--- src/rtl/load_ship_if.sv ---
// Handshake/status bundle between the ship-loading sequencer and its driver.
// Member suffixes are named from the sequencer's point of view (slave side).
interface load_ship_if #(
  parameter int CNT_W = 4
) ();
  logic             start_i;
  logic             board_valid_i;
  logic [1:0]       board_type_i;
  logic             board_ready_o;
  logic             launch_ack_i;
  logic             clear_i;
  logic [2:0]       state_o;
  logic [CNT_W-1:0] pass_cnt_o;
  logic [CNT_W-1:0] crew_cnt_o;
  logic [CNT_W-1:0] cargo_cnt_o;
  logic             ship_loaded_o;
  logic [1:0]       err_code_o;

  modport slave (
    input  start_i, board_valid_i, board_type_i, launch_ack_i, clear_i,
    output board_ready_o, state_o, pass_cnt_o, crew_cnt_o, cargo_cnt_o,
           ship_loaded_o, err_code_o
  );

  modport master (
    output start_i, board_valid_i, board_type_i, launch_ack_i, clear_i,
    input  board_ready_o, state_o, pass_cnt_o, crew_cnt_o, cargo_cnt_o,
           ship_loaded_o, err_code_o
  );
endinterface

--- src/rtl/load_ship_ctrl.sv ---
// Ship-loading sequencer: counts passenger/crew/cargo boarding events, declares
// the ship loaded when all targets are met, and enforces a loading timeout.
//
// state  | meaning
// REST   | idle, counts held at 0, waiting for start
// LOAD   | accepting boarding events, timeout running
// LOADED | all targets met, waiting for launch_ack
// ERROR  | timeout / illegal type / overflow, waiting for clear
module load_ship_ctrl #(
  parameter int CNT_W     = 4,
  parameter int PASS_MAX  = 15,
  parameter int CREW_REQ  = 4,
  parameter int CARGO_MAX = 15,
  parameter int TMO_W     = 8,
  parameter int TIMEOUT   = 200
) (
  input logic       clk,
  input logic       rst,
  load_ship_if.slave bus
);

  typedef enum logic [2:0] {
    ST_REST   = 3'b000,
    ST_LOAD   = 3'b001,
    ST_LOADED = 3'b010,
    ST_ERROR  = 3'b111
  } state_e;

  localparam logic [CNT_W-1:0] PASS_CAP  = CNT_W'(PASS_MAX);
  localparam logic [CNT_W-1:0] CREW_CAP  = CNT_W'(CREW_REQ);
  localparam logic [CNT_W-1:0] CARGO_CAP = CNT_W'(CARGO_MAX);
  localparam logic [CNT_W-1:0] CNT_ONE   = CNT_W'(1);
  localparam logic [TMO_W-1:0] TMO_LAST  = TMO_W'(TIMEOUT - 1);
  localparam logic [TMO_W-1:0] TMO_ONE   = TMO_W'(1);

  state_e           state_q;
  logic [CNT_W-1:0] pass_q, crew_q, cargo_q;
  logic [CNT_W-1:0] pass_d, crew_d, cargo_d;
  logic [TMO_W-1:0] tmo_q;
  logic [1:0]       err_q;
  logic             loaded_q;

  logic [CNT_W-1:0] sel_cnt, sel_cap;
  logic             illegal, ready, accept, overflow, loaded_d, tmo_last;

  always_comb begin
    sel_cnt = '0;
    sel_cap = '0;
    case (bus.board_type_i)
      2'd0: begin sel_cnt = pass_q;  sel_cap = PASS_CAP;  end
      2'd1: begin sel_cnt = crew_q;  sel_cap = CREW_CAP;  end
      2'd2: begin sel_cnt = cargo_q; sel_cap = CARGO_CAP; end
      default: ;
    endcase
  end

  // Illegal types are always accepted so they can be flagged as errors.
  assign illegal  = (bus.board_type_i == 2'd3);
  assign ready    = (state_q == ST_LOAD) && (illegal || (sel_cnt < sel_cap));
  assign accept   = bus.board_valid_i && ready;
  assign overflow = (state_q == ST_LOAD) && bus.board_valid_i && !ready && !illegal;

  assign pass_d  = (accept && bus.board_type_i == 2'd0) ? pass_q + CNT_ONE  : pass_q;
  assign crew_d  = (accept && bus.board_type_i == 2'd1) ? crew_q + CNT_ONE  : crew_q;
  assign cargo_d = (accept && bus.board_type_i == 2'd2) ? cargo_q + CNT_ONE : cargo_q;

  // Completion is judged on post-update counts so the final event lands in LOADED directly.
  assign loaded_d = (pass_d == PASS_CAP) && (crew_d == CREW_CAP) && (cargo_d == CARGO_CAP);
  assign tmo_last = (tmo_q == TMO_LAST);

  always_ff @(posedge clk or posedge rst) begin
    if (rst) begin
      state_q  <= ST_REST;
      pass_q   <= '0;
      crew_q   <= '0;
      cargo_q  <= '0;
      tmo_q    <= '0;
      err_q    <= 2'd0;
      loaded_q <= 1'b0;
    end else begin
      case (state_q)
        ST_REST: begin
          pass_q  <= '0;
          crew_q  <= '0;
          cargo_q <= '0;
          err_q   <= 2'd0;
          if (bus.start_i) begin
            state_q <= ST_LOAD;
            tmo_q   <= '0;
          end
        end
        ST_LOAD: begin
          tmo_q <= tmo_q + TMO_ONE;
          if (accept && illegal) begin
            state_q <= ST_ERROR;
            err_q   <= 2'd2;
          end else if (overflow) begin
            state_q <= ST_ERROR;
            err_q   <= 2'd3;
          end else begin
            pass_q  <= pass_d;
            crew_q  <= crew_d;
            cargo_q <= cargo_d;
            if (loaded_d) begin
              state_q  <= ST_LOADED;
              loaded_q <= 1'b1;
            end else if (tmo_last) begin
              state_q <= ST_ERROR;
              err_q   <= 2'd1;
            end
          end
        end
        ST_LOADED: begin
          if (bus.launch_ack_i) begin
            state_q  <= ST_REST;
            loaded_q <= 1'b0;
            pass_q   <= '0;
            crew_q   <= '0;
            cargo_q  <= '0;
          end
        end
        ST_ERROR: begin
          if (bus.clear_i) begin
            state_q <= ST_REST;
            err_q   <= 2'd0;
            pass_q  <= '0;
            crew_q  <= '0;
            cargo_q <= '0;
          end
        end
        default: state_q <= ST_REST;
      endcase
    end
  end

  assign bus.board_ready_o = ready;
  assign bus.state_o       = state_q;
  assign bus.pass_cnt_o    = pass_q;
  assign bus.crew_cnt_o    = crew_q;
  assign bus.cargo_cnt_o   = cargo_q;
  assign bus.ship_loaded_o = loaded_q;
  assign bus.err_code_o    = err_q;

endmodule

--- src/flat_wrapper.sv ---
// flat-port wrapper written by rule: the top's interface ports become plain ports
module load_ship_ctrl_flat 
#(
  parameter int CNT_W     = 4,
  parameter int PASS_MAX  = 15,
  parameter int CREW_REQ  = 4,
  parameter int CARGO_MAX = 15,
  parameter int TMO_W     = 8,
  parameter int TIMEOUT   = 200
)
  (clk, rst, bus_start_i, bus_board_valid_i, bus_board_type_i, bus_launch_ack_i, bus_clear_i, bus_board_ready_o, bus_state_o, bus_pass_cnt_o, bus_crew_cnt_o, bus_cargo_cnt_o, bus_ship_loaded_o, bus_err_code_o);
  load_ship_if #(.CNT_W(CNT_W)) bus_i ();
  input logic clk;
  input logic rst;
  input wire logic [$bits(bus_i.start_i)-1:0] bus_start_i;
  input wire logic [$bits(bus_i.board_valid_i)-1:0] bus_board_valid_i;
  input wire logic [$bits(bus_i.board_type_i)-1:0] bus_board_type_i;
  input wire logic [$bits(bus_i.launch_ack_i)-1:0] bus_launch_ack_i;
  input wire logic [$bits(bus_i.clear_i)-1:0] bus_clear_i;
  output wire logic [$bits(bus_i.board_ready_o)-1:0] bus_board_ready_o;
  output wire logic [$bits(bus_i.state_o)-1:0] bus_state_o;
  output wire logic [$bits(bus_i.pass_cnt_o)-1:0] bus_pass_cnt_o;
  output wire logic [$bits(bus_i.crew_cnt_o)-1:0] bus_crew_cnt_o;
  output wire logic [$bits(bus_i.cargo_cnt_o)-1:0] bus_cargo_cnt_o;
  output wire logic [$bits(bus_i.ship_loaded_o)-1:0] bus_ship_loaded_o;
  output wire logic [$bits(bus_i.err_code_o)-1:0] bus_err_code_o;
  assign bus_i.start_i = bus_start_i;
  assign bus_i.board_valid_i = bus_board_valid_i;
  assign bus_i.board_type_i = bus_board_type_i;
  assign bus_i.launch_ack_i = bus_launch_ack_i;
  assign bus_i.clear_i = bus_clear_i;
  assign bus_board_ready_o = bus_i.board_ready_o;
  assign bus_state_o = bus_i.state_o;
  assign bus_pass_cnt_o = bus_i.pass_cnt_o;
  assign bus_crew_cnt_o = bus_i.crew_cnt_o;
  assign bus_cargo_cnt_o = bus_i.cargo_cnt_o;
  assign bus_ship_loaded_o = bus_i.ship_loaded_o;
  assign bus_err_code_o = bus_i.err_code_o;
  load_ship_ctrl #(.CNT_W(CNT_W), .PASS_MAX(PASS_MAX), .CREW_REQ(CREW_REQ), .CARGO_MAX(CARGO_MAX), .TMO_W(TMO_W), .TIMEOUT(TIMEOUT)) u_core (.clk(clk), .rst(rst), .bus(bus_i));
endmodule
--- config.mk ---
export PLATFORM = sky130hd
export DESIGN_NAME = load_ship_ctrl_flat
export DESIGN_NICKNAME = d
export VERILOG_FILES = /design/src/rtl/load_ship_if.sv /design/src/rtl/load_ship_ctrl.sv /design/src/flat_wrapper.sv
export SDC_FILE = /design/constraint.sdc
export NUM_CORES = 1
export LEC_CHECK = 0
export ABC_AREA = 0
export CORE_MARGIN = 2
export CORE_UTILIZATION = 50
export CTS_BUF_LIST = sky130_fd_sc_hd__clkbuf_8 sky130_fd_sc_hd__clkbuf_16
export DETAILED_ROUTE_END_ITERATION = 7
export GPL_ROUTABILITY_DRIVEN = 0
export GPL_TIMING_DRIVEN = 0
export PLACE_DENSITY = 0.74
export SLEW_MARGIN = 5
export SYNTH_ARGS = -nofsm -noshare
export SYNTH_HDL_FRONTEND = slang
export SYNTH_SLANG_ARGS = --single-unit
--- constraint.sdc ---
create_clock -name clk -period 3.5 [get_ports clk]
set_input_delay 0.7 -clock clk [delete_from_list [all_inputs] [get_ports clk]]
set_output_delay 0.7 -clock clk [all_outputs]
set_load 0.03 [all_outputs]
==> flow_metrics.tcl <==
set metrics [dict create \
    status "finished clean" \
    tritoncts "built" \
    crit_path_end_kind "flip-flop" \
    pwr-share-seq 0.309 \
    power_mw 1.42 \
    grt_usage 0.233 \
    synth_mux_area_frac 0.0603 \
    num_vias 1951 \
    antenna_found_initial 0 \
    hold_class "flip-flop to flip-flop" \
    syn_area_per_cell_um2 8.47 \
    detailedRoute.firstIterationViolations 199 \
    ioPinCount 27 \
    synth_edf_count 0 \
    hold_viol_final 0 \
    ant_nets 0 \
    post-place-ws_ps -1070 \
    arrival_ps 3570 \
    fin_nets 275 \
    grt_pass1_wl_um 7750 \
    viasPerCell 6.36 \
    num_rows 22 \
    path_max_fanout 10 \
    max_freq_mhz 294 \
    ys.flop_type "dfrtp_1" \
    ys.warnings.count 0 \
    ir_drop_mv 0.339 \
    synth_top_family_by_area "simple AND/OR/NAND/NOR gates" \
    synthSimpleGateAreaFrac 0.293 \
    finalWorstSetupSlack_ps 93.0 \
    drc 0 \
    synth_cells 223 \
    critical_path_class "input port to flip-flop" \
    timing.final.crit_share 0.973 \
    die_y_um 65.5 \
    p_sw_frac 0.438 \
    fp.dieW_um 65.5 \
    root_buffer "clkbuf_8" \
    coreArea_um2 3630 \
    p_sw_mw 0.622 \
    synthXorXnorAreaFrac 0 \
    io_buffers 26 \
    initial_core_util 0.520 \
    crit_path_start_kind "input port" \
    wl_per_cell_um 16.6 \
    async_flop_share 1.00 \
    synthAdderAreaFrac 0.0464 \
    synth-compound-area-share 0.214 \
    ctsHoldBuffers 0 \
    comb_power_share 0.509 \
    drtPass1Iterations 4 \
    mappedNetlistNets 238 \
    setup_viol 0 \
    grt_max_degree 27 \
    dp_hpwl_um 3360 \
    clockPowerShare 0.182 \
    cp.required_ps 3660 \
    clock_latency_ps 280 \
    grt_pass1_vias 1635 \
    cts.sinks 26 \
    hold_slack_ps 486 \
    min_period_ps 3410 \
    final_common_cell "dfrtp_1" \
    syn-cell-area_um2 1890 \
    slew_violations 0 \
    finClkSkew_ps 4.64 \
    p_leak_nw 1.01 \
    area_growth_pct 30.1 \
    cts_buffers 3 \
    maxCapViolCount 0 \
    mostFrequentLayoutCells "dfrtp_1, nand2_1, clkdlybuf4s50_1" \
    worst_slew_margin_rel 0.300 \
    ys_types 51 \
    wirelength_um 5110 \
    nFillCells 298 \
    clockBufferDepth 2 \
    internal_power_mw 0.798 \
    dieArea_um2 4290 \
    n_antenna_cell 0 \
    ys_ff_latch 26 \
    yosysSeqAreaShare 0.344 \
    drive_gt1_frac 0.143 \
    worst_slew_pin_slew_ps 1050 \
    overflow 0 \
    path_clk_slew_ps 100 \
    power_density_nw_per_um2 578 \
    htreeDepth 1 \
]
## synthesized netlist by cell type (2+ instances only)
master    count  area share
a211o_1       2      0.0093
a21o_1        3       0.012
a21oi_1      17       0.045
a22o_1        4       0.019
a22oi_1       2      0.0079
and2_1        4       0.013
and3_1        3      0.0099
and4b_1       2       0.011
buf_6         2       0.012
clkbuf_1      8       0.016
dfrtp_1      26        0.34
ha_1          7       0.046
inv_1         5      0.0099
mux2_2        3       0.018
mux2i_1       8       0.042
nand2_1      23       0.046
nand2b_1      4       0.013
nand3_1       9       0.024
nand3b_1      3       0.012
nand4_1       8       0.026
nor2_1       18       0.036
nor3_1        7       0.019
nor4_1        4       0.013
o211ai_1      4       0.016
o21a_1        2      0.0079
o21ai_0      15       0.040
o22ai_1       2      0.0066
o31ai_1       4       0.016
or4_4         2       0.012
## registers in the layout (all words and copies together), names as in the netlist
register	flops
u_core.bus.state_o	3
u_core.bus.err_code_o	2
u_core.bus.pass_cnt_o	4
u_core.bus.cargo_cnt_o	4
u_core.tmo_q	8
u_core.bus.crew_cnt_o	4
u_core.bus.ship_loaded_o	1
## final timing paths
path	startpoint	cells after the start	slack (ps)	to
min reg2reg	u_core.tmo_q[7]	1	490	u_core.tmo_q[7]
max	bus_board_type_i[1]	13	90	u_core.bus.err_code_o[0]
max in group asynchronous	rst	2	1900	u_core.tmo_q[1]
max reg2reg	u_core.bus.pass_cnt_o[1]	11	350	u_core.bus.err_code_o[0]
min in group asynchronous	rst	2	960	u_core.bus.crew_cnt_o[3]
min	u_core.tmo_q[7]	1	490	u_core.tmo_q[7]
## repair_timing
| action | CTS | global route |
|---|---|---|
| buffers inserted | 1 | 4 |
| resized for setup | 17 | 21 |
| hold endpoints to repair | 0 | 0 |
| pin swaps | 1 | 7 |
| gates cloned | 0 | 1 |
| setup endpoints to repair | 19 | 17 |
## critical path: stages
cell and delay, ps:
clkbuf_4 160, buf_8 150, nor2b_2 150, nand2_1 60, o21ai_1 60, ha_1 340
a21o_1 240, or4_4 560, nor4_4 160, nor3_2 80, or4_4 580, nor3_4 220
o211ai_1 100
## cells by family (layout without fill, tap and decap cells)
group,count (synthesis),after routing
and+or+nand+nor,99,99
AOI/OAI and AO/OA,63,63
DFF,26,26
buffers and inverters,17,53
muxes,11,11
adders and majority gates,7,7
## stage by stage
stage               utilization  cell area [um^2]  setup TNS (ps)  std cells
floorplan                     -              1910               0        223
global placement          0.613              2230          -17930        297
detailed placement        0.613              2230          -17790        297
CTS                       0.648              2350           -9.65        302
global route              0.677              2460           -16.0        307
finish                    0.677              2460               0        307
## metal layers
metal  global-route usage  up-vias  share of wire
li1                     -      916              -
met5                    0        -              0
met4               0.0625        0          0.012
met3               0.0205        7          0.049
met1                0.356      949           0.47
met2                0.353       79           0.47
## final cells by class
class,instances,area (um^2),area share
Multi-Input combinational cell,180,1250,0.509
Sequential cell,26,651,0.265
Timing Repair Buffer,32,317,0.129
Buffer,12,90.1,0.0366
Tap cell,48,60.1,0.0244
Clock buffer,3,41.3,0.0168
Clock inverter,1,30.0,0.0122
Inverter,5,18.8,0.00763
## power groups by stage
stage                     registers, mW  clock network [mW]  logic [mW]
after floorplan                   0.501                   0       0.410
after global placement            0.440                   0       0.684
after detailed placement          0.441                   0       0.688
after CTS                         0.436               0.261       0.698
after global routing              0.447               0.278       0.786
final                             0.439               0.259       0.723
Power figures use the tool's default switching activity.
